===== src/rtl/pong_pkg.sv =====
// rtl/pong_pkg.sv - shared types and constants for the pong controller
package pong_pkg;

    typedef enum logic [2:0] {
        IDLE  = 3'd0,
        SERVE = 3'd1,
        MOVE  = 3'd2,
        POINT = 3'd3,
        OVER  = 3'd4
    } state_t;

    localparam logic [3:0] LD_OFF = 4'b0000;
    localparam logic [3:0] LD_ALL = 4'b1111;

    localparam logic DIR_R = 1'b0;
    localparam logic DIR_L = 1'b1;

    // Ball position to LED pattern; pos 3 lights LD[3]
    function automatic logic [3:0] pos_onehot(input logic [1:0] p);
        return 4'b0001 << p;
    endfunction

endpackage


===== src/rtl/pong_tick_gen.sv =====
// rtl/pong_tick_gen.sv - prescaler producing a one-cycle ball-step tick
module pong_tick_gen #(
    parameter int TICK_DIV = 25000000,
    parameter int TICK_W   = 25
) (
    input  logic Clk,
    input  logic Rst,
    input  logic clr,
    output logic tick
);

    localparam logic [TICK_W-1:0] LAST = TICK_W'(TICK_DIV - 1);

    logic [TICK_W-1:0] count;

    // Free-running 0..TICK_DIV-1 counter; clr restarts the period
    always_ff @(posedge Clk) begin
        if (Rst || clr) begin
            count <= '0;
        end else if (count == LAST) begin
            count <= '0;
        end else begin
            count <= count + 1'b1;
        end
    end

    assign tick = (count == LAST);

endmodule


===== src/rtl/pong_game_ctrl.sv =====
// rtl/pong_game_ctrl.sv - two-player 4-LED pong sequencer
module pong_game_ctrl
    import pong_pkg::*;
#(
    parameter int TICK_DIV  = 25000000,
    parameter int TICK_W    = 25,
    parameter int WIN_SCORE = 5
) (
    input  logic       Clk,
    input  logic       Rst,
    input  logic       Start,
    input  logic       BtnL,
    input  logic       BtnR,
    output logic [3:0] LD,
    output logic [3:0] ScoreL,
    output logic [3:0] ScoreR,
    output logic       GameOver,
    output logic       Winner
);

    localparam logic [3:0] WIN = 4'(WIN_SCORE);

    state_t     state, state_n;
    logic [1:0] pos, pos_n;
    logic       dir, dir_n;
    logic       hit_l, hit_l_n;
    logic       hit_r, hit_r_n;
    logic       scorer, scorer_n;
    logic [3:0] ld_n, score_l_n, score_r_n;
    logic       game_over_n, winner_n;

    logic       tick;
    logic       start_ok;
    logic       btn_l_ok, btn_r_ok;
    logic       at_end, hit_now, scorer_won;
    logic [1:0] pos_fwd, pos_back;

    // Start only matters when no rally is in progress
    assign start_ok = Start && ((state == IDLE) || (state == OVER));

    pong_tick_gen #(
        .TICK_DIV (TICK_DIV),
        .TICK_W   (TICK_W)
    ) u_tick (
        .Clk  (Clk),
        .Rst  (Rst),
        .clr  (start_ok),
        .tick (tick)
    );

    // A press counts only while the ball sits at that player's end heading toward them
    assign btn_r_ok = BtnR && (state == MOVE) && (pos == 2'd0) && (dir == DIR_R);
    assign btn_l_ok = BtnL && (state == MOVE) && (pos == 2'd3) && (dir == DIR_L);

    assign at_end     = (dir == DIR_R) ? (pos == 2'd0) : (pos == 2'd3);
    assign hit_now    = (dir == DIR_R) ? (hit_r || btn_r_ok) : (hit_l || btn_l_ok);
    assign pos_fwd    = (dir == DIR_R) ? pos - 2'd1 : pos + 2'd1;
    assign pos_back   = (dir == DIR_R) ? pos + 2'd1 : pos - 2'd1;
    assign scorer_won = scorer ? (ScoreR == WIN) : (ScoreL == WIN);

    // State register
    always_ff @(posedge Clk) begin
        if (Rst) begin
            state <= IDLE;
        end else begin
            state <= state_n;
        end
    end

    // Next-state decision
    always_comb begin
        state_n = state;
        case (state)
            IDLE:  if (start_ok) state_n = SERVE;
            SERVE: if (tick) state_n = MOVE;
            MOVE:  if (tick && at_end && !hit_now) state_n = POINT;
            POINT: if (tick) state_n = scorer_won ? OVER : SERVE;
            OVER:  if (start_ok) state_n = SERVE;
            default: state_n = IDLE;
        endcase
    end

    // Next values for the ball, scores and registered outputs
    always_comb begin
        pos_n       = pos;
        dir_n       = dir;
        scorer_n    = scorer;
        score_l_n   = ScoreL;
        score_r_n   = ScoreR;
        game_over_n = GameOver;
        winner_n    = Winner;
        ld_n        = LD;
        hit_l_n     = tick ? 1'b0 : (hit_l || btn_l_ok);
        hit_r_n     = tick ? 1'b0 : (hit_r || btn_r_ok);

        case (state)
            IDLE, OVER: begin
                if (start_ok) begin
                    score_l_n   = 4'd0;
                    score_r_n   = 4'd0;
                    pos_n       = 2'd3;
                    dir_n       = DIR_R;
                    game_over_n = 1'b0;
                    winner_n    = 1'b0;
                    ld_n        = pos_onehot(2'd3);
                end else if (state == IDLE) begin
                    ld_n = LD_OFF;
                end else if (tick) begin
                    ld_n = ~LD;
                end
            end
            SERVE: begin
                ld_n = pos_onehot(pos);
            end
            MOVE: begin
                if (tick) begin
                    if (!at_end) begin
                        pos_n = pos_fwd;
                        ld_n  = pos_onehot(pos_fwd);
                    end else if (hit_now) begin
                        dir_n = ~dir;
                        pos_n = pos_back;
                        ld_n  = pos_onehot(pos_back);
                    end else begin
                        // Ball got past the player at this end: the other side scores
                        if (dir == DIR_R) begin
                            scorer_n = 1'b0;
                            if (ScoreL < WIN) score_l_n = ScoreL + 4'd1;
                        end else begin
                            scorer_n = 1'b1;
                            if (ScoreR < WIN) score_r_n = ScoreR + 4'd1;
                        end
                        ld_n = LD_ALL;
                    end
                end
            end
            POINT: begin
                if (tick) begin
                    if (scorer_won) begin
                        game_over_n = 1'b1;
                        winner_n    = scorer;
                        ld_n        = LD_ALL;
                    end else if (scorer == 1'b0) begin
                        // Right player missed, so the serve starts from the right end
                        pos_n = 2'd0;
                        dir_n = DIR_L;
                        ld_n  = pos_onehot(2'd0);
                    end else begin
                        pos_n = 2'd3;
                        dir_n = DIR_R;
                        ld_n  = pos_onehot(2'd3);
                    end
                end
            end
            default: begin
                ld_n = LD_OFF;
            end
        endcase
    end

    // Output and datapath registers
    always_ff @(posedge Clk) begin
        if (Rst) begin
            pos      <= 2'd3;
            dir      <= DIR_R;
            hit_l    <= 1'b0;
            hit_r    <= 1'b0;
            scorer   <= 1'b0;
            ScoreL   <= 4'd0;
            ScoreR   <= 4'd0;
            GameOver <= 1'b0;
            Winner   <= 1'b0;
            LD       <= LD_OFF;
        end else begin
            pos      <= pos_n;
            dir      <= dir_n;
            hit_l    <= hit_l_n;
            hit_r    <= hit_r_n;
            scorer   <= scorer_n;
            ScoreL   <= score_l_n;
            ScoreR   <= score_r_n;
            GameOver <= game_over_n;
            Winner   <= winner_n;
            LD       <= ld_n;
        end
    end

endmodule


===== config.mk =====
export PLATFORM = sky130hd
export DESIGN_NAME = pong_game_ctrl
export DESIGN_NICKNAME = d
export VERILOG_FILES = /design/src/rtl/pong_pkg.sv /design/src/rtl/pong_tick_gen.sv /design/src/rtl/pong_game_ctrl.sv
export SDC_FILE = /design/constraint.sdc
export NUM_CORES = 1
export LEC_CHECK = 0
export BUFFER_PORTS_ARGS = -buffer_cell sky130_fd_sc_hd__buf_2
export CAP_MARGIN = 20
export CORE_MARGIN = 10
export CORE_UTILIZATION = 40
export CTS_BUF_LIST = sky130_fd_sc_hd__clkbuf_8
export DETAILED_ROUTE_END_ITERATION = 8
export PLACE_DENSITY = 0.62
export RECOVER_POWER = 100
export SETUP_SLACK_MARGIN = 0.15
export SYNTH_ARGS = -nofsm -noshare
export SYNTH_HDL_FRONTEND = slang
export SYNTH_SLANG_ARGS = --single-unit

===== constraint.sdc =====
create_clock -name Clk -period 2.85 [get_ports Clk]
set_clock_uncertainty 0.2 [all_clocks]
set_input_delay 0.4275 -clock Clk [delete_from_list [all_inputs] [get_ports Clk]]
set_output_delay 0.4275 -clock Clk [all_outputs]
set_load 0.005 [all_outputs]

======== Yosys cells after proc, flatten, opt, wreduce, memory -nomap -nowiden ========
Cells that the tools add are included.
storage, ports and cells
  output and inout bits ................... 14
  ROM bits ................................ 0
  input bits .............................. 5
  memory bits (writable) .................. 0
  memories ................................ 0
  register bits after elaboration ......... 48
  latch bits .............................. 0
  logic and storage cells ................. 136
operators by class
  divide/modulo/power cells ............... 0
  $lt $le $gt $ge ......................... 2
  reductions and logical operators ........ 30
  mux-type cells .......................... 57
  equality and inequality tests ........... 24
  bitwise logic cells ..................... 3
  shifts and indexed selects .............. 3
  multipliers ............................. 0
  add/sub/neg operators ................... 5
operators with widths
  kind                     number
  $mux W4                  20
  $add A25 B1 Y25 const B  1
  $eq A25 B25 Y1 const B   1
  $reduce_and A7 Y1        3
  $ne A2 B2 Y1 const B     10
  $mux W2                  9
  $pmux W4 S2              2
  $pmux W4 S4              1
  $mux W1                  15
  $mux W3                  5
  $pmux W3 S4              1
  $reduce_and A4 Y1        3
  $shl A1 B2 Y4 const A    3
  $logic_and A1 B1 Y1      9
  $add A4 B1 Y4 const B    2
  $eq A4 B3 Y1 const B     2
  $lt A4 B3 Y1 const B     2
  $ne A2 B1 Y1 const B     4
  $eq A3 B2 Y1 const B     2
  $pmux W2 S3              1
  $reduce_and A6 Y1        1
  $reduce_or A2 Y1         3
  $logic_or A1 B1 Y1       4
  $ne A4 B1 Y1 const B     1
  16 further kinds         19

======== Longest topological paths before layout ========
Gate-level depths: netlist (run 1).
  word-level depth ........................ 10
  gate-level depth with buffers ........... 7
  depth with buffers taken out ............ 7

======== Cells and area by module ========
Synthesis (run 1) repeated with hierarchy kept, for this count alone.
unflattened totals
  cells, all modules ...................... 337
  area, all modules ....................... 2,861.5 sq um
modules (own cells, without submodules)
  module          cells an instance  times used  area each (sq um)  sequential area each (sq um)
  pong_game_ctrl  199                1           1,659.1            460.4
  pong_tick_gen   138                1           1,202.4            500.5

======== Worst setup path after synthesis (run 1) ========
No wires, ideal clock.
  path type ............................... register to register
  from .................................... register pos[0]
  to ...................................... register pos[0]
  setup slack ............................. 763 ps
  period minus slack after synthesis ...... 2,087 ps
  data arrival time ....................... 1,764 ps
  setup time .............................. 123 ps
  stages on the path, launching flop included .. 7
  path through ............................ dfxtp_1 -> inv_1 -> ha_1 -> a311o_1 -> a211oi_4 -> nor3_1 -> mux2_1
between the ends
  cells in the longest elaborated chain, start to end .. 7
ends and longest elaborated chain
  item                                                                   RTL line               text
  start: declaration                                                     pong_game_ctrl.sv:24   logic [1:0] pos, pos_n;
  start signal: assignment                                               pong_game_ctrl.sv:175  pos <= pos_n;
  parallel branches: the longest is 7 deep, another holds $add A2 B1 Y2  -
Several ways; the timed one is not identified. The select of a mux whose other input is x is not followed.
A chain may end at the register's enable or synchronous reset.

======== Worst setup path after layout (run 1) ========
  from .................................... register state[2]
  to ...................................... register pos[0]
between the ends
  cells in the longest elaborated chain, start to end .. 8
ends and longest elaborated chain
  item                                                        RTL line                                                          text
  start: declaration                                          pong_game_ctrl.sv:23                                              state_t state, state_n;
  start signal: assignment                                    pong_game_ctrl.sv:66                                              state <= state_n;
  $eq A3 B2 Y1                                                pong_game_ctrl.sv:52, pong_game_ctrl.sv:53, pong_game_ctrl.sv:96
  $logic_and A1 B1 Y1, on equally long branches (3 in a row)  pong_game_ctrl.sv:52, pong_game_ctrl.sv:53
  $logic_or A1 B1 Y1                                          pong_game_ctrl.sv:56                                              assign hit_now = (dir == DIR_R) ? (hit_r || btn_r_ok) : (hit_l || btn_l_ok);
  $mux W1                                                     pong_game_ctrl.sv:56
  $ne A3 B3 Y1 (no source line)                               -
  $reduce_and A6 Y1 (no source line)                          -
Several ways; a longest one is shown, not always the timed one.

==> results by group, run 1 <==
Power
  – Combinational share of power: under 10%
  – Int Pwr: 1.05 mW
  – Net Sw Frac: 22.0%
  – Power per standard cell area: 452 mW/mm^2
  – VDD IR max: just under 0.0002 V
  – Sequential fraction of design power: about half
  – Switching power total: roughly 0.30 mW
  – Clk pwr share: 42.6%
  – Leakage: between 1 and 1.5 nW

Floorplanning
  – Core ar.: 0.00646 sq mm
  – Initial Util: a little over two fifths
  – Num ports: 19
  – Die Width: ~100 um
  – Die ar.: between 0.01 and 0.015 sq mm
  – Site row count: 29
  – Chip height: 102 um

Drt
  – Drt total wl: ~6.1 mm
  – WL/cell: around 15 um
  – # DRC: 0
  – Initial DRC Count: roughly 140
  – Via density: 5.72
  – TritonRoute pass-1 iters: 4
  – Final ANT Viol Nets: 0
  – Vias: 2,346

Logic synthesis
  – Count leader, synth: dfxtp_1
  – Distinct cells, synth: 58
  – Post-synth top area share: a little over a third
  – Ys Warns: 0
  – Synthesized area: approximately 0.0027 sq mm
  – Synthesized instance count: between 300 and 400
  – Most frequent cells after synthesis: dfxtp_1, nor2_1, xor2_1
  – Post-synthesis sequential area ratio: 35.5%
  – Ys flop type: dfxtp_1
  – Syn Nets: 334
  – Asr flop ratio synth: 0%
  – FF+latch count, synth: 48
  – Cell taking the most area after synthesis: dfxtp_1
  – Ranking of synthesized cells by area: dfxtp_1, nor2_1, xor2_1, ha_1, a21oi_1
  – Avg Inst Size Synth: around 8.5 sq um
  – Number of synthesized flops with an enable pin: 0

Worst setup path
  – WP data required: between 2000 and 3000 ps
  – Worst path top cell family by delay: compound AO/OA/AOI/OAI gates
  – CP Launch Type: flop
  – Slowest stage delay, CP: just under 700 ps
  – Buf/Inv on CP: 0
  – Critical path class: reg -> reg
  – Worst Path Max Fanout: 16
  – Worst path cell trace: nor3b_4, a311o_1, a211oi_4, nor3_1, mux2_1
  – Worst endpoint data arrival time: around 2500 ps
  – Critical-path top delay cell: dfxtp_1
  – Critical path endpoint category: flop

Place
  – Placed cell count: 403
  – I/O Buffers: 18
  – Gpl congestion: about 0.9
  – DP HPWL: approximately 4.4 mm
  – Placement Setup Slack: 431 ps

Clock tree
  – Bufs on Longest Clock Path: 2
  – Post-CTS sizing: 0
  – CTS tree: done
  – CTS buffer count: 5
  – Number of hold buffers added after cts: 0
  – Post-CTS setup buffers: 0
  – Root buffer cell: clkbuf_8
  – CTS Sinks: 48
  – Htree depth: 2
  – Clk Latency, worst-skew pair: approximately 300 ps
  – Clock Pin Slew Worst Setup and Hold Paths: around 90 ps

STA
  – Final period util: 86.5%
  – TNS Setup: 0 ps
  – Final setup fails: 0
  – Post-route worst setup slack: 383 ps
  – Min cycle time layout: between 2000 and 2500 ps
  – Max_slew headroom: about 50%
  – Fmax: about 0.41 GHz
  – Final-report hold violation count: 0
  – Worst slew pin tran: about 730 ps
  – Final hold slack: ~250 ps
  – RSZ-0062 raised after global routing: no
  – Final Max Tran Viols: 0

Cells and area
  – Layout Nets: between 300 and 400
  – P&R area growth vs syn: 9.74%
  – Layout cells sized above 1: 7.81%
  – Number of diodes: 0
  – Post-Layout Cell Count: between 400 and 500

GRT
  – First-pass GRT wire length: roughly 11 mm
  – GRT Residual Overflow: 0
  – Routing usage on met3: roughly 3.4%
  – Vias in the first global route: approximately 2,200
  – Initial antenna violation count: 0
  – Largest net degree at the start of global routing: 25
  – GRT Resource Usage Total: approximately an eighth
  – Met1 Usage GRT: roughly 17%
  – Gr busiest metal: met2
  – Met2 usage in global routing: a little under a fifth

Job
  – MaxCap Viol Count: 0

Worst hold path
  – Hold Crit Class: in -> reg

Outcome
  – Outcome: finished clean
-- worst paths after layout --
path              cells after the start             startpoint                    end  slack [ps]
setup / recovery                      5  state[2]$_SDFFE_PP0P_    pos[0]$_SDFFE_PP1P_         380
hold reg to reg                       2  GameOver$_SDFFE_PP0P_  GameOver$_SDFFE_PP0P_         260
setup reg to reg                      5  state[2]$_SDFFE_PP0P_    pos[0]$_SDFFE_PP1P_         380
hold / removal                        3                   BtnL       hit_l$_SDFF_PP0_         250
-- sequential cells by signal (all words and copies together), names as in the netlist --
signal,cells
u_tick.count,25
dir,1
scorer,1
Winner,1
pos,2
GameOver,1
ScoreL,4
ScoreR,4
hit_r,1
hit_l,1
LD,4
state,3
-- placed cells by master (no fill, tap or decap), types with 3 or more instances in the layout --
cell       instances
dfxtp_1           48
nor2_1            46
xor2_1            16
nand2_1           15
clkbuf_1          15
a21oi_1           14
nand3_1           14
nor3_1            13
ha_1              11
inv_1             10
nor2b_1            8
a31oi_1            8
o21ai_0            8
and3_1             7
nand4_1            7
xnor2_1            7
or4_1              5
o31ai_1            5
clkbuf_8           5
a211oi_1           4
o2bb2ai_1          4
buf_2              4
and2_0             3
mux2i_1            3
a22oi_1            3
a2111oi_0          3
-- metrics by stage --
stage / total power, mW / util (%) / instance area, sq um
after floorplan: 0.762 / - / 2710
after CTS: 1.36 / 46.6 / 3010
after global routing: 1.40 / 46.0 / 2970
final: 1.34 / 46.0 / 2970
after global placement: 0.793 / 44.6 / 2880
after detailed placement: 0.792 / 44.6 / 2880
-- power groups by stage --
stage	Combinational, mW	Clock, mW	Sequential, mW
2_1_floorplan	0.0653	0	0.697
3_3_place_gp	0.0896	0	0.703
3_5_place_dp	0.0892	0	0.703
4_1_cts	0.0896	0.586	0.687
5_1_grt	0.0952	0.616	0.689
6_report	0.0843	0.572	0.687
-- cells by family (layout without fill, tap and decap cells) --
group | after synthesis | in the layout | share of synthesized area [%]
xor+xnor | 23 | 23 | 7.43
fa+ha+maj | 11 | 11 | 5.08
compound gates | 62 | 62 | 16.2
flops | 48 | 48 | 35.5
simple gates | 146 | 146 | 30.8
mux | 4 | 4 | 1.52
buf+inv | 24 | 39 | 3.51
-- per-layer routing --
metal / wire length (um) / vias up
met3: 278 / 18
met2: 2630 / 63
met1: 3030 / 1089
met5: 0 / -
li1: - / 1176
met4: 127 / 0
-- worst min-delay path, stage by stage --
cell and delay, ps:
buf_2 100, a31oi_1 70, nor3_1 110
-- layout make-up --
type | count | area, sq um
Tap cell | 77 | 96.3
Clock buffer | 5 | 68.8
Clock inverter | 2 | 60.1
Timing Repair Buffer | 22 | 96.3
Inverter | 10 | 37.5
Multi-Input combinational cell | 246 | 1650
Fill cell | 667 | 3480
Sequential cell | 48 | 961
Note: power is estimated with default switching activity, not from simulation.
==> run 2, diff against run 1 <==
--- a/config.mk
+++ b/config.mk
@@ -7,6 +7,7 @@
 export LEC_CHECK = 0
 export BUFFER_PORTS_ARGS = -buffer_cell sky130_fd_sc_hd__buf_2
 export CAP_MARGIN = 20
+export CORE_ASPECT_RATIO = 1.1
 export CORE_MARGIN = 10
 export CORE_UTILIZATION = 40
 export CTS_BUF_LIST = sky130_fd_sc_hd__clkbuf_8
==> run 2 against run 1 <==
Against the previous run:
- non-clock buffer count grew 1
- register-to-register slack gained 90 ps
- total power shrank 0.33%
- via count shrank 1.4%
- combinational power shrank 1%
- die area is essentially flat
- largest power group unchanged
- fmax grew 3.9%
- clock-buffer cell count is the same
- wire length grew 0.79%
==> results by group, run 2 (synthesis gave the netlist of run 1 again) <==
Floorplanning
  – Die ar.: ~0.010 sq mm
  – Chip height: approximately 110 um
  – Num ports: 19
  – Core ar.: 0.00659 sq mm
  – Die Width: between 90 and 100 um
  – Site row count: 31
  – Initial Util: between 40 and 50%

Cells and area
  – P&R area growth vs syn: 10.4%
  – Register with the most flip-flops: u_tick.count
  – Max reg flops: 25
  – Layout cells sized above 1: 8.98%
  – Number of diodes: 0
  – Fill cells: 673
  – Seq. cell area: ~960 sq um
  – Most frequent cells in the layout: dfxtp_1, nor2_1, xor2_1
  – Most common cell after layout, fill and taps aside: dfxtp_1
  – Multi-input gate area: approximately 0.0017 sq mm
  – Layout Nets: 350

Clock tree
  – CTS tree: done
  – Htree depth: 2
  – Clock Pin Slew Worst Setup and Hold Paths: 90 ps
  – Number of hold buffers added after cts: 0
  – CTS buffer count: 5
  – Post-CTS setup buffers: 0
  – Root buffer cell: clkbuf_8
  – Clk Latency, worst-skew pair: 300 ps
  – CTS Sinks: 48
  – Bufs on Longest Clock Path: 2
  – Post-CTS sizing: 0

Power
  – Combinational share of power: 6.2%
  – Leakage: around 1.1 nW
  – Net Sw Frac: 21.7%
  – Switching power total: 0.290 mW
  – Power per standard cell area: 448 mW/mm^2
  – VDD IR max: approximately 0.00028 V
  – Int Pwr: ~1.0 mW
  – Clk pwr share: between 40 and 50%
  – Sequential fraction of design power: around 51%

STA
  – TNS Setup: 0 ps
  – Final setup fails: 0
  – Min cycle time layout: between 2000 and 2500 ps
  – Final period util: between 80 and 90%
  – Final Max Tran Viols: 0
  – Final hold slack: approximately 260 ps
  – RSZ-0062 raised after global routing: no
  – Final-report hold violation count: 0
  – Fmax: about 0.42 GHz
  – Max_slew headroom: between 50% and 60%
  – Worst slew pin tran: 738 ps

Job
  – MaxCap Viol Count: 0

GRT
  – First-pass GRT wire length: roughly 10 mm
  – Gr busiest metal: met2
  – Vias in the first global route: approximately 2,200
  – Met2 usage in global routing: 20.3%
  – Met1 Usage GRT: a little over an eighth
  – Largest net degree at the start of global routing: 25
  – Initial antenna violation count: 0
  – Routing usage on met3: 2.78%
  – GRT Residual Overflow: 0
  – GRT Resource Usage Total: around 12%

Drt
  – Drt total wl: between 6 and 7 mm
  – Via density: 5.56
  – Vias: ~2,300
  – TritonRoute pass-1 iters: 4
  – # DRC: 0
  – WL/cell: around 15 um
  – Final ANT Viol Nets: 0
  – Initial DRC Count: between 60 and 70

Worst setup path
  – CP Launch Type: flop
  – Critical path class: reg -> reg
  – Worst Path Max Fanout: 7
  – Reg2reg setup slack: 480 ps
  – Critical-path top delay cell: dfxtp_1
  – Slowest stage delay, CP: between 400 and 500 ps
  – Worst endpoint data arrival time: 2360 ps
  – Worst path cell trace: inv_1, ha_1, a311o_1, a211oi_4, nor3_1, mux2_1
  – Critical path endpoint category: flop
  – WP data required: around 2800 ps
  – Reg2Reg Depth: 6

Place
  – I/O Buffers: 18
  – Gpl congestion: between 0.8 and 0.9
  – DP HPWL: between 4 and 5 mm

Worst hold path
  – Hold Crit Class: reg -> reg
  – Worst hold path depth: 2

Outcome
  – Outcome: finished clean
==> run 2: cell count changes in the layout (fill, tap and decap cells not counted) <==
cell / delta
and2_0: +1
and2_1: -1
buf_2: +3
buf_4: +1
clkbuf_1: -3
o21ai_0: -1
o21ai_1: +1
==> run 2: worst max-delay path, delay by kind of cell (launching register included) <==
kind / cells / cell delay, ps
buf+inv: 1 / 110
flops: 1 / 420
simple gates: 1 / 130
fa+ha+maj: 1 / 290
compound gates: 2 / 780
mux: 1 / 330
==> run 2: final cells by class <==
cell class,instances,area share (%)
flip-flops and latches,48,32.1
clock buffers,5,2.30
well taps,82,3.43
clock inverters,2,2.01
multi-input cells,246,55.3
repair buffers,23,3.60
inverters,10,1.25
==> run 2: path summary, 6_finish.rpt <==
path / startpoint / endpoint
worst min-delay path: GameOver$_SDFFE_PP0P_ / GameOver$_SDFFE_PP0P_
worst max-delay path: pos[0]$_SDFFE_PP1P_ / pos[0]$_SDFFE_PP1P_
worst max register to register: pos[0]$_SDFFE_PP1P_ / pos[0]$_SDFFE_PP1P_
worst min register to register: GameOver$_SDFFE_PP0P_ / GameOver$_SDFFE_PP0P_
==> run 2: power groups by stage <==
| stage | sequential (mW) | clock [mW] | combinational [mW] |
|---|---|---|---|
| 5_1_grt | 0.689 | 0.614 | 0.0930 |
| 3_3_place_gp | 0.703 | 0 | 0.0861 |
| 3_5_place_dp | 0.703 | 0 | 0.0859 |
| 2_1_floorplan | 0.697 | 0 | 0.0653 |
| 4_1_cts | 0.687 | 0.588 | 0.0862 |
| 6_report | 0.687 | 0.569 | 0.0833 |
==> run 2: layer usage <==
metal	vias to the layer above	routed length (um)
li1	1188	-
met1	1101	2830
met2	19	3030
met3	6	161
met4	0	76
met5	-	0
==> run 2: per-stage QoR <==
| step | setup slack, ps | power [mW] | area, sq um | cells | util, % |
|---|---|---|---|---|---|
| floorplan | 763 | 0.762 | 2710 | 318 | - |
| global placement | 535 | 0.789 | 2880 | 409 | 43.7 |
| detailed placement | 483 | 0.789 | 2880 | 409 | 43.7 |
| CTS | 474 | 1.36 | 3010 | 416 | 45.7 |
| global route | 295 | 1.40 | 2990 | 416 | 45.4 |
| finish | 477 | 1.34 | 2990 | 416 | 45.4 |
==> run 3, diff against run 2 <==
==> constraint.sdc (replaced) <==
create_clock -name Clk -period 2.2 [get_ports Clk]
set_clock_uncertainty 0.2 [all_clocks]
set_input_delay 0.33 -clock Clk [delete_from_list [all_inputs] [get_ports Clk]]
set_output_delay 0.33 -clock Clk [all_outputs]
set_load 0.005 [all_outputs]
==> run 3 against run 2 <==
Against the previous run:
- clock power is 10% higher
- worst setup slack worse by 360 ps
- critical path type unchanged
- core utilization is 6.3 points higher
- first-iteration DRC count is 93% higher
- global-route usage is 0.45 points higher
- clock-buffer cell count stayed put
- wire length is 9.5% higher
==> results by group, run 3 (synthesis gave the netlist of run 1 again) <==
Outcome
  – Outcome: finished clean

Place
  – Gpl congestion: between 0.8 and 0.9
  – I/O Buffers: 18
  – DP HPWL: roughly 4.7 mm
  – Placed Area: 0.00308 sq mm
  – Placement Setup Slack: 7.64 ps

Clock tree
  – Bufs on Longest Clock Path: 2
  – CTS Sinks: between 40 and 50
  – CTS buffer count: 5
  – Number of hold buffers added after cts: 0
  – Clock Pin Slew Worst Setup and Hold Paths: 90 ps
  – Htree depth: 2
  – Clk Latency, worst-skew pair: 300 ps
  – Root buffer cell: clkbuf_8
  – CTS tree: done

Drt
  – Drt total wl: ~6.7 mm
  – Vias: 2,517
  – # DRC: 0
  – Final ANT Viol Nets: 0
  – Initial DRC Count: around 130
  – WL/cell: around 15 um
  – TritonRoute pass-1 iters: 4
  – Via density: between 5 and 6

Cells and area
  – Layout cells sized above 1: 25.5%
  – Final instance area: approximately 0.0034 sq mm
  – Layout Nets: 380
  – Most common cell after layout, fill and taps aside: nor2_1
  – Seq. cell area: around 1000 sq um
  – Number of diodes: 0
  – Register with the most flip-flops: u_tick.count
  – P&R area growth vs syn: 25.8%
  – Multi-input gate area: 0.00185 sq mm
  – Fill cells: 620
  – Most frequent cells in the layout: nor2_1, dfxtp_1, buf_4
  – Max reg flops: 25

STA
  – TNS Setup: 0 ps
  – Worst slew pin tran: about 420 ps
  – Min cycle time layout: approximately 2100 ps
  – Fmax: ~0.48 GHz
  – Final setup fails: 0
  – Final period util: 94.5%
  – Max_slew headroom: slightly above 70%
  – RSZ-0062 raised after global routing: yes
  – Final hold slack: 165 ps
  – Final Max Tran Viols: 0
  – Post-route worst setup slack: between 100 and 150 ps
  – Final-report hold violation count: 0

GRT
  – GRT Resource Usage Total: between 10% and 20%
  – Initial antenna violation count: 0
  – Vias in the first global route: approximately 2,300
  – Largest net degree at the start of global routing: 25
  – GRT Residual Overflow: 0
  – First-pass GRT wire length: between 10 and 15 mm

Floorplanning
  – Die Width: 98.5 um
  – Core ar.: approximately 0.0066 sq mm
  – Die ar.: 0.0105 sq mm
  – Chip height: around 110 um
  – Initial Util: 41.1%
  – Num ports: 19
  – Site row count: 31

Worst setup path
  – Critical path endpoint category: flop
  – Reg2Reg Depth: 7
  – Reg2reg setup slack: roughly 120 ps
  – CP Launch Type: flop
  – Reg2reg start: pos[0]$_SDFFE_PP1P_
  – Critical path class: reg -> reg
  – Worst Setup EP: scorer$_SDFFE_PP0P_
  – Worst endpoint data arrival time: 2060 ps
  – Worst Path Max Fanout: 5
  – R2r endpoint: scorer$_SDFFE_PP0P_
  – WP data required: around 2200 ps
  – Crit path launch: pos[0]$_SDFFE_PP1P_

Power
  – Power per standard cell area: roughly 480 mW/mm^2
  – Leakage: between 1 and 1.5 nW
  – VDD IR max: about 0.00026 V

Worst hold path
  – Hold Crit Class: in -> reg

Job
  – MaxCap Viol Count: 0
[run 3: cell types whose count changed in the layout (fill, tap and decap cells not counted), sizes merged]
| cell | change |
|---|---|
| clkinv | +1 |
| buf | +27 |
| bufinv | -1 |
| clkbuf | +3 |
| inv | +1 |
[run 3: what timing repair did]
action,CTS,global route
gates resized for setup,18,43
endpoints found under the hold margin,0,0
pin swaps,3,8
setup buffers,1,8
endpoints found under the setup margin,15,18
cloned,0,0
[run 3: how the worst min path moves through the flow]
stage,startpoint,slack (ps),to,cells after the start
5_1_grt,BtnL,180,hit_l$_SDFF_PP0_,3
2_1_floorplan,u_tick.count[0]$_SDFF_PP0_,220,u_tick.count[0]$_SDFF_PP0_,1
3_3_place_gp,u_tick.count[0]$_SDFF_PP0_,230,u_tick.count[0]$_SDFF_PP0_,1
3_5_place_dp,u_tick.count[0]$_SDFF_PP0_,240,u_tick.count[0]$_SDFF_PP0_,1
4_1_cts,BtnR,160,hit_r$_SDFF_PP0_,3
6_report,BtnR,160,hit_r$_SDFF_PP0_,3
[run 3: where the power goes]
group / internal [mW] / switching (mW)
Combinational: 0.0501 / 0.0830
Clock: 0.333 / 0.293
Sequential: 0.873 / 0.0138
[run 3: layer usage]
layer  track usage (%)  vias to the layer above  part of all wire [%]
met1              16.1                     1226                    50
met2              18.3                       43                    45
met3              2.85                        6                   3.7
met4              4.10                        0                   1.0
li1                  -                     1242                     -
met5                 0                        -                     0
[run 3: final cells by class]
type	instances	area share [%]
multi-input cells	246	54.2
clock inverters	3	1.14
clock buffers	5	2.02
repair buffers	53	9.47
flip-flops and latches	48	29.0
inverters	10	1.17
well taps	82	3.01
[run 3: critical path, cell delays in order, from the launching register on]
cell and delay (ps):
dfxtp_4 370, ha_2 200, buf_6 130, a31o_4 230, a211oi_4 430, clkbuf_1 200, a21bo_2 160, a21oi_2 50
[run 3: through the flow]
| step | instances | total power [mW] | util, % |
|---|---|---|---|
| floorplan | 318 | 0.990 | - |
| global placement | 430 | 1.03 | 46.7 |
| detailed placement | 430 | 1.03 | 46.7 |
| CTS | 439 | 1.67 | 49.6 |
| global route | 447 | 1.72 | 51.7 |
| finish | 447 | 1.65 | 51.7 |
